**src/rtl/cpu_mc_pkg.sv**
```systemverilog
// Shared types and instruction-field constants for the multicycle 9-bit-ISA core.
package cpu_mc_pkg;

    localparam int INSTR_W = 9;
    localparam int FIELD_W = 3;
    localparam int OP_LSB  = 6;
    localparam int RA_LSB  = 3;
    localparam int RB_LSB  = 0;

    typedef enum logic [2:0] {
        S_IDLE,
        S_FETCH,
        S_DECODE,
        S_EXEC,
        S_MEM,
        S_WB,
        S_DONE
    } state_t;

    typedef enum logic [2:0] {
        OP_ADD  = 3'd0,
        OP_SUB  = 3'd1,
        OP_AND  = 3'd2,
        OP_XOR  = 3'd3,
        OP_LD   = 3'd4,
        OP_ST   = 3'd5,
        OP_BNZ  = 3'd6,
        OP_HALT = 3'd7
    } opcode_t;

    function automatic logic [FIELD_W-1:0] fld(input logic [INSTR_W-1:0] ir, input int lsb);
        return ir[lsb +: FIELD_W];
    endfunction

endpackage

```
**src/rtl/cpu_mc_regfile.sv**
```systemverilog
// 8 x DW register file: two asynchronous read ports, one synchronous write port.
module cpu_mc_regfile
    import cpu_mc_pkg::*;
#(
    parameter int DW = 16
) (
    input  logic               i_clk,
    input  logic               i_rst_n,
    input  logic [FIELD_W-1:0] i_raddr_a,
    input  logic [FIELD_W-1:0] i_raddr_b,
    output logic [DW-1:0]      o_rdata_a,
    output logic [DW-1:0]      o_rdata_b,
    input  logic               i_we,
    input  logic [FIELD_W-1:0] i_waddr,
    input  logic [DW-1:0]      i_wdata
);

    logic [DW-1:0] r_regs [8];

    always_ff @(posedge i_clk or negedge i_rst_n) begin
        if (!i_rst_n) begin
            for (int i = 0; i < 8; i++) r_regs[i] <= '0;
        end else if (i_we) begin
            r_regs[i_waddr] <= i_wdata;
        end
    end

    assign o_rdata_a = r_regs[i_raddr_a];
    assign o_rdata_b = r_regs[i_raddr_b];

endmodule

```
**src/rtl/cpu_multicycle.sv**
```systemverilog
// Multicycle core (fetch/decode/exec/mem/writeback) with Start/Ack handshake and req/valid data memory.
// Optional feature: define CPU_MC_CYCLE_COUNT_EN to build the CycleCt counter (otherwise tied to 0).
module cpu_multicycle
    import cpu_mc_pkg::*;
#(
    parameter int DW  = 16,
    parameter int PCW = 10,
    parameter int AW  = 8
) (
    input  logic               Clk,
    input  logic               Reset_n,
    input  logic               Start,
    output logic               Ack,
    output logic [PCW-1:0]     imem_addr,
    input  logic [INSTR_W-1:0] imem_rdata,
    output logic               dmem_req,
    output logic               dmem_we,
    output logic [AW-1:0]      dmem_addr,
    output logic [DW-1:0]      dmem_wdata,
    input  logic [DW-1:0]      dmem_rdata,
    input  logic               dmem_rvalid,
    output logic [15:0]        CycleCt
);

    state_t               r_state;
    logic [PCW-1:0]       r_pc;
    logic [INSTR_W-1:0]   r_ir;
    logic [DW-1:0]        r_a;
    logic [DW-1:0]        r_b;
    logic [DW-1:0]        r_res;
    logic                 r_ack;
    logic                 r_dreq;
    logic                 r_dwe;
    logic [AW-1:0]        r_daddr;
    logic [DW-1:0]        r_dwdata;

    opcode_t              w_op;
    logic [FIELD_W-1:0]   w_ra;
    logic [FIELD_W-1:0]   w_rb;
    logic [DW-1:0]        w_rd_a;
    logic [DW-1:0]        w_rd_b;
    logic [DW-1:0]        w_alu;
    logic                 w_rf_we;
    logic [PCW-1:0]       w_pc_inc;
    logic [PCW-1:0]       w_pc_br;

    assign w_op     = opcode_t'(fld(r_ir, OP_LSB));
    assign w_ra     = fld(r_ir, RA_LSB);
    assign w_rb     = fld(r_ir, RB_LSB);
    assign w_rf_we  = (r_state == S_WB) && (w_op != OP_ST);
    assign w_pc_inc = r_pc + PCW'(1);
    // rb doubles as the signed branch offset (-4..+3)
    assign w_pc_br  = r_pc + {{(PCW-FIELD_W){w_rb[FIELD_W-1]}}, w_rb};

    cpu_mc_regfile #(.DW(DW)) u_regfile (
        .i_clk     (Clk),
        .i_rst_n   (Reset_n),
        .i_raddr_a (w_ra),
        .i_raddr_b (w_rb),
        .o_rdata_a (w_rd_a),
        .o_rdata_b (w_rd_b),
        .i_we      (w_rf_we),
        .i_waddr   (w_ra),
        .i_wdata   (r_res)
    );

    always_comb begin
        w_alu = '0;
        case (w_op)
            OP_ADD:  w_alu = r_a + r_b;
            OP_SUB:  w_alu = r_a - r_b;
            OP_AND:  w_alu = r_a & r_b;
            OP_XOR:  w_alu = r_a ^ r_b;
            default: w_alu = '0;
        endcase
    end

    always_ff @(posedge Clk or negedge Reset_n) begin
        if (!Reset_n) begin
            r_state  <= S_IDLE;
            r_pc     <= '0;
            r_ir     <= '0;
            r_a      <= '0;
            r_b      <= '0;
            r_res    <= '0;
            r_ack    <= 1'b0;
            r_dreq   <= 1'b0;
            r_dwe    <= 1'b0;
            r_daddr  <= '0;
            r_dwdata <= '0;
        end else begin
            case (r_state)
                S_IDLE, S_DONE: begin
                    if (Start) begin
                        r_pc    <= '0;
                        r_ack   <= 1'b0;
                        r_state <= S_FETCH;
                    end
                end
                S_FETCH: begin
                    r_ir    <= imem_rdata;
                    r_state <= S_DECODE;
                end
                S_DECODE: begin
                    r_a <= w_rd_a;
                    r_b <= w_rd_b;
                    if (w_op == OP_HALT) begin
                        r_ack   <= 1'b1;
                        r_state <= S_DONE;
                    end else begin
                        r_state <= S_EXEC;
                    end
                end
                S_EXEC: begin
                    case (w_op)
                        OP_LD, OP_ST: begin
                            r_dreq   <= 1'b1;
                            r_dwe    <= (w_op == OP_ST);
                            r_daddr  <= r_b[AW-1:0];
                            r_dwdata <= r_a;
                            r_state  <= S_MEM;
                        end
                        OP_BNZ: begin
                            r_pc    <= (r_a != '0) ? w_pc_br : w_pc_inc;
                            r_state <= S_FETCH;
                        end
                        default: begin
                            r_res   <= w_alu;
                            r_state <= S_WB;
                        end
                    endcase
                end
                S_MEM: begin
                    // Memory outputs are cleared on exit so they read zero outside MEM
                    if (dmem_rvalid) begin
                        if (!r_dwe) r_res <= dmem_rdata;
                        r_dreq   <= 1'b0;
                        r_dwe    <= 1'b0;
                        r_daddr  <= '0;
                        r_dwdata <= '0;
                        r_state  <= S_WB;
                    end
                end
                S_WB: begin
                    r_pc    <= w_pc_inc;
                    r_state <= S_FETCH;
                end
                default: r_state <= S_IDLE;
            endcase
        end
    end

`ifdef CPU_MC_CYCLE_COUNT_EN
    logic [15:0] r_cyc;

    always_ff @(posedge Clk or negedge Reset_n) begin
        if (!Reset_n) begin
            r_cyc <= '0;
        end else if (r_state == S_IDLE || r_state == S_DONE) begin
            if (Start) r_cyc <= '0;
        end else if (r_cyc != 16'hFFFF) begin
            r_cyc <= r_cyc + 16'd1;
        end
    end

    assign CycleCt = r_cyc;
`else
    assign CycleCt = '0;
`endif

    assign Ack        = r_ack;
    assign imem_addr  = r_pc;
    assign dmem_req   = r_dreq;
    assign dmem_we    = r_dwe;
    assign dmem_addr  = r_daddr;
    assign dmem_wdata = r_dwdata;

endmodule

```
**config.mk**
```make
export PLATFORM = sky130hd
export DESIGN_NAME = cpu_multicycle
export DESIGN_NICKNAME = d
export VERILOG_FILES = /design/src/rtl/cpu_mc_pkg.sv /design/src/rtl/cpu_mc_regfile.sv /design/src/rtl/cpu_multicycle.sv
export SDC_FILE = /design/constraint.sdc
export NUM_CORES = 1
export LEC_CHECK = 0
export CAP_MARGIN = 25
export CORE_MARGIN = 4
export CORE_UTILIZATION = 60
export CTS_CLUSTER_DIAMETER = 50
export DETAILED_ROUTE_END_ITERATION = 8
export GPL_TIMING_DRIVEN = 0
export PLACE_DENSITY = 0.83
export REMOVE_ABC_BUFFERS = 1
export SLEW_MARGIN = 20
export SYNTH_ARGS = -nofsm -noshare
export SYNTH_HDL_FRONTEND = slang
export SYNTH_HIERARCHICAL = 1
export SYNTH_SLANG_ARGS = --single-unit
```
**constraint.sdc**
```tcl
create_clock -name Clk -period 3.7 [get_ports Clk]
set_input_delay 0.555 -clock Clk [delete_from_list [all_inputs] [get_ports Clk]]
set_output_delay 0.555 -clock Clk [all_outputs]
set_load 0.02 [all_outputs]
```
* Word level (Yosys, flattened, before mapping)
Index checks and enable logic that the tools add are counted. W data, S select, Z words.
Cells by class: equal/unequal tests 21, multiply operators 0, bitwise operators 4, order comparisons 3, add/sub/neg operators 4, divide/modulo/power cells 0, reduce and logical (&&, ||, !) cells 16, mux-type cells 37, shift operators 0
Operators by type and width (count):
- $mux W16 | 10
- $bwmux W128 | 1
- $bmux W16 S3 | 2
- $pmux W16 S2 | 2
- $pmux W16 S4 | 1
- $demux W16 S3 | 1
- $mux W10 | 3
- $pmux W10 S3 | 1
- $eq A3 B3 Y1 const B | 7
- $pmux W3 S6 | 1
- $add A16 B16 Y16 | 1
- $and A16 B16 Y16 | 1
- $mux W8 | 2
- $pmux W8 S2 | 1
- $reduce_bool A16 Y1 | 1
- $sub A16 B16 Y16 | 1
- $xor A16 B16 Y16 | 1
- $ne A2 B2 Y1 const B | 7
- $eq A3 B2 Y1 const B | 4
- $add A10 B1 Y10 const B | 1
- $add A10 B10 Y10 | 1
- $mux W3 | 3
- $reduce_and A3 Y1 | 3
- $ge A4 B4 Y1 const B | 2
- other kinds (15) | 27
Storage, ports and cells: memories 0, input bits 29, bits in registers 225, output and inout port bits 53, word-level logic and storage cells 104, memory bits (read-only) 0, bits in latches 0, RAM bits 0

* Depth between registers and ports, before layout
word-level depth 6, gate-level depth with buffers 15, depth with buffers taken out 13

* Hierarchy
The synthesis kept the hierarchy.
By module, submodules not included:
- cpu_mc_regfile | area each 7000.5 µm², seq. area each 3203.1 µm², times used 1, cells an instance 393
- cpu_multicycle | area each 6349.8 µm², seq. area each 2427.3 µm², times used 1, cells an instance 690

* Worst setup path after synthesis
Ideal clock, no wire load.
kind reg-to-reg, from reg r_ir[8], to reg r_res[8], arrival 2.955 ns, library setup time 0.092 ns, clock period less this slack 3.047 ns, stages on the path, launching flop included 16, data required time 3.608 ns, setup slack 0.653 ns, buffers on the path 3, path through dfrtp_1 -> buf_2 -> nor2_2 -> and2_1 -> clkbuf_1 -> buf_2 -> nor2_1 -> xnor2_1 -> ha_1 -> nor2b_1 -> o31ai_2 -> a21oi_2 -> o22ai_1 -> xor2_1 -> o221a_2 -> o31ai_2
Between the ends: longest elaborated chain between the ends 4, elaborated cells on any way between the ends 13, classes of those cells 7 x eq/ne; 3 x mux; 3 x reduce/logical
RTL lines:
- start, declared | line cpu_multicycle.sv:27 | logic [INSTR_W-1:0] r_ir;
- start signal, assigned | line cpu_multicycle.sv:101 | r_ir <= imem_rdata;
- $eq A3 B2 Y1 (tied with other cells) | line cpu_multicycle.sv:69 | case (w_op)
- $pmux W16 S4 / $reduce_or A3 Y1 (equally long branches)
- $mux W16 / $ne A2 B2 Y1 (equally long branches)
- $pmux W16 S2 / $reduce_and A4 Y1 (equally long branches)
- end signal, assigned | line cpu_multicycle.sv:128 | r_res <= w_alu;
- end signal, assigned | line cpu_multicycle.sv:136 | if (!r_dwe) r_res <= dmem_rdata;
- end, declared | line cpu_multicycle.sv:30 | logic [DW-1:0] r_res;
Several ways; a longest one is shown, not always the timed one. The select of a mux whose other input is x is not followed. A chain may end at the register's enable or synchronous reset.

* Worst setup path in the final report
from reg r_ir[7], to reg r_res[8]
Same word-level chain as after synthesis.

==> run_results.csv <==
group,metric,value,unit
status,run_status,"complete, but fails checks",
status,violations,"hold timing",
clock_tree,postCtsResizedCells,1,
clock_tree,cts_hold_buf,0,
critical_path,crit_chain,"nor2_4 -> and2_4 -> mux2_2 -> fa_1 -> nor2b_1 -> o31ai_2 -> a21oi_2 -> o22ai_1 -> xor2_1 -> o221a_2 -> o31ai_2",
route,detail_route.first_pass.iterations,6,
sta,fin_crit,3.41,ns
clock_tree,clk_pin_slew_worst_paths,0.06,ns
route,drc,0,
sta,tightest_slew,0.976,ns
yosys,synth-main-ff-cell,"dfrtp_1",
power,ir_drop,0.441,mV
floorplanning,start_util,61.2,%
place,pre_cts_ws,-0.123,ns
sta,fmax,293,MHz
yosys,synth_area,13400,um^2
critical_path,slowest_stage,"dfrtp_2",
critical_path,end_kind,"flop",
place,hpwl,22.1,mm
sta,rsz0062_at_grt,"false",
floorplanning,fp.dieH,157,um
sta,slew-limit-headroom,34.7,%
critical_path,path_class,"flop to flop",
power,powerDensity,976,nW/um^2
power,seqPwrFrac,32.9,%
critical_path,crit_required,4.14,ns
sta,setup_ws,0.292,ns
finish,multi_input_area,7260,um^2
finish,final_nets,1199,
finish,n_fill_cell,1446,
yosys,synth-seq-area-share,42.2,%
global_route,grt.total_usage,27.1,%
finish,layout-drive-gt1-share,26.3,%
clock_tree,ctsLongestPathBuffers,3,
power,p_sw_share,40.3,%
critical_path,critPathArrivalTime,3.85,ns
yosys,synth_edf_count,0,
power,power_frac_comb,48.6,%
floorplanning,pin_count,82,
finish,n_antenna_cell,0,
critical_path,cpMostUsedCell,"o31ai_2",
global_route,gr-total-overflow,0,
global_route,grt_pass1_wl,52.8,mm
floorplanning,die_w,157,um
critical_path,path_max_fanout,19,
sta,tns,0,ns
place,io_buffer_count,65,
floorplanning,std_cell_rows,54,
floorplanning,core,21800,um^2
sta,clock-skew-final,0.0157,ns
sta,finalHoldViolCount,4,
power,p_total,14800,uW
yosys,syn_inst,1083,
yosys,synth_seq_cells,225,
global_route,grt_start_max_net_pins,84,
global_route,grt_pass1_vias,9648,
clock_tree,clock_sinks,225,
route,routedWlPerCell,23.3,um
clock_tree,root_buffer,"clkbuf_16",
clock_tree,cts_buffers,26,
yosys,yosysWarnings,6,
yosys,syn_area_per_cell,12.3,um^2
route,ant_nets,0,
finish,layoutNonFillerInstCount,1425,
critical_path,reg2reg_to,"r_res[8]",
critical_path,reg2reg_depth,11,
clock_tree,cts_tree,"done",
floorplanning,die-area,24700,um^2
power,power_switching,5970,uW
route,vias,9418,
yosys,synthArstFlopShare,100,%
clock_tree,clk_latency,0.54,ns
clock_tree,htreeDepth,1,
critical_path,r2r_start,"r_ir[7]",
sta,slew_violations,0,
place,place_congestion,0.927,
critical_path,r2r_setup_slack,0.29,ns
finish,area_delta_synth_final,13.9,%
sta,fin_crit_sh,92.1,%
route,finalWirelength,33.2,mm
sta,worst_hold_slack,-0.0209,ns
power,p_leak,0.00714,uW
route,drtIter0Drc,801,
place,dp.cells,1376,
critical_path,critPathLaunchType,"flop",
power,p_int,8870,uW
critical_path,crit_path_max_incr_delay,0.55,ns
global_route,antenna_found_initial,0,
sta,setup_violations,0,
clock_tree,post-cts-setup-buffers,0,
route,viasPerCell,6.61,
yosys,synth.distinct_cells,77,
finish,regArea,5640,um^2
power,clock_power_share,18.5,%
min_path,hold_path_class,"input pin to async pin",
flow_run,max-cap-violations,0,
## cell usage in the layout (no fill, tap or decap), drive strengths merged, types with 4 or more instances in the layout
cell type	synthesis	layout
a31oi	9	9
a21oi	45	45
nor4	7	7
mux2	195	195
buf	72	20
o211ai	7	7
o21ai	56	56
conb	1	16
dfrtp	225	225
xnor2	26	26
and3	6	6
nor2	49	49
nand3	25	25
inv	13	13
a21boi	4	4
mux4	64	64
o311ai	4	4
o31ai	8	8
clkdlybuf4s50	0	64
clkbuf	12	40
o21a	5	5
xor2	8	8
mux2i	14	14
nand2	92	92
o22ai	5	5
nand2b	11	11
nor3	8	8
ha	42	42
nor2b	10	10
## synth_stat cells, types with 9 or more instances
cell | number | area (um^2)
o21ai_0 | 52 | 260
buf_6 | 12 | 135
mux2_2 | 195 | 2200
nand2_1 | 92 | 345
mux2i_1 | 14 | 140
nand3_1 | 25 | 125
buf_1 | 11 | 41.3
ha_1 | 42 | 526
inv_1 | 13 | 48.8
dfrtp_1 | 225 | 5630
buf_4 | 25 | 188
nor2_1 | 47 | 176
a21oi_1 | 43 | 215
xnor2_1 | 26 | 228
clkbuf_1 | 10 | 37.5
nand2b_1 | 11 | 68.8
buf_2 | 24 | 120
mux4_1 | 56 | 1470
a31oi_1 | 9 | 56.3
## per-stage QoR
| step | area [um^2] | hold WS [ns] | util [%] |
|---|---|---|---|
| 3_3_place_gp | 13900 | 0.452 | 63.6 |
| 4_1_cts | 15200 | 0.00677 | 69.5 |
| 5_1_grt | 15200 | 0.0252 | 69.7 |
| 3_5_place_dp | 14200 | 0.456 | 65.2 |
| 6_report | 15200 | -0.0209 | 69.7 |
| 2_1_floorplan | 12900 | 0.259 | - |
## layer usage
metal	up-vias	track usage (%)	routed length (um)
met3	88	3.99	2590
met4	0	7.78	952
met1	4738	38.1	13900
met5	-	0	0
li1	4135	-	-
met2	457	44.4	15700
## state kept, by name, indices dropped and copies added, names as in the netlist
signal / count
Ack: 1
dmem_addr: 8
dmem_req: 1
dmem_wdata: 16
dmem_we: 1
imem_addr: 10
r_a: 16
r_b: 16
r_ir: 9
r_res: 16
r_state: 3
u_regfile/r_regs: 128
## how the worst max path moves through the flow
stage	start	end	slack (ns)	depth (start not counted)
CTS	r_ir[7]	r_res[8]	0.01	11
detailed placement	r_ir[7]	r_res[8]	-0.12	11
finish	r_ir[7]	r_res[8]	0.29	11
global placement	Reset_n	u_regfile/r_regs[105]	-7.20	1
global route	r_ir[7]	r_res[8]	0.08	11
floorplan	r_ir[7]	u_regfile/r_regs[48]	0.13	4
## logic make-up after synthesis
logic type      share of synthesized area (%)
compound gates                           8.10
xor+xnor                                 2.23
fa+ha+maj                                4.24
buf+inv                                  4.35
flops                                    42.2
mux                                      29.9
other cells                            0.0281
simple gates                             9.02
## area by class of cell
cell class / count / area share [%]
Timing Repair Buffer: 84 / 6.47
Inverter: 13 / 0.321
Multi-Input combinational cell: 776 / 47.7
Clock inverter: 7 / 0.765
Sequential cell: 225 / 37.1
Tap cell: 280 / 2.30
Clock buffer: 40 / 5.35
## power groups by stage
| stage | sequential [uW] | combinational, uW | clock (uW) |
|---|---|---|---|
| 2_1_floorplan | 4580 | 5050 | 0 |
| 3_3_place_gp | 4930 | 6420 | 0 |
| 3_5_place_dp | 4880 | 6980 | 0 |
| 4_1_cts | 4860 | 7090 | 2770 |
| 5_1_grt | 5000 | 7890 | 2880 |
| 6_report | 4880 | 7210 | 2750 |
## critical path: cells and delay by family, from the launching register on
family | cells | cell delay, ns
xor gates and xnor gates | 1 | 0.18
and+or+nand+nor | 3 | 0.74
DFF | 1 | 0.55
adders and majority gates | 1 | 0.45
muxes | 1 | 0.38
AOI/OAI and AO/OA | 5 | 0.99
No activity file was read; power rests on OpenSTA's default activity.
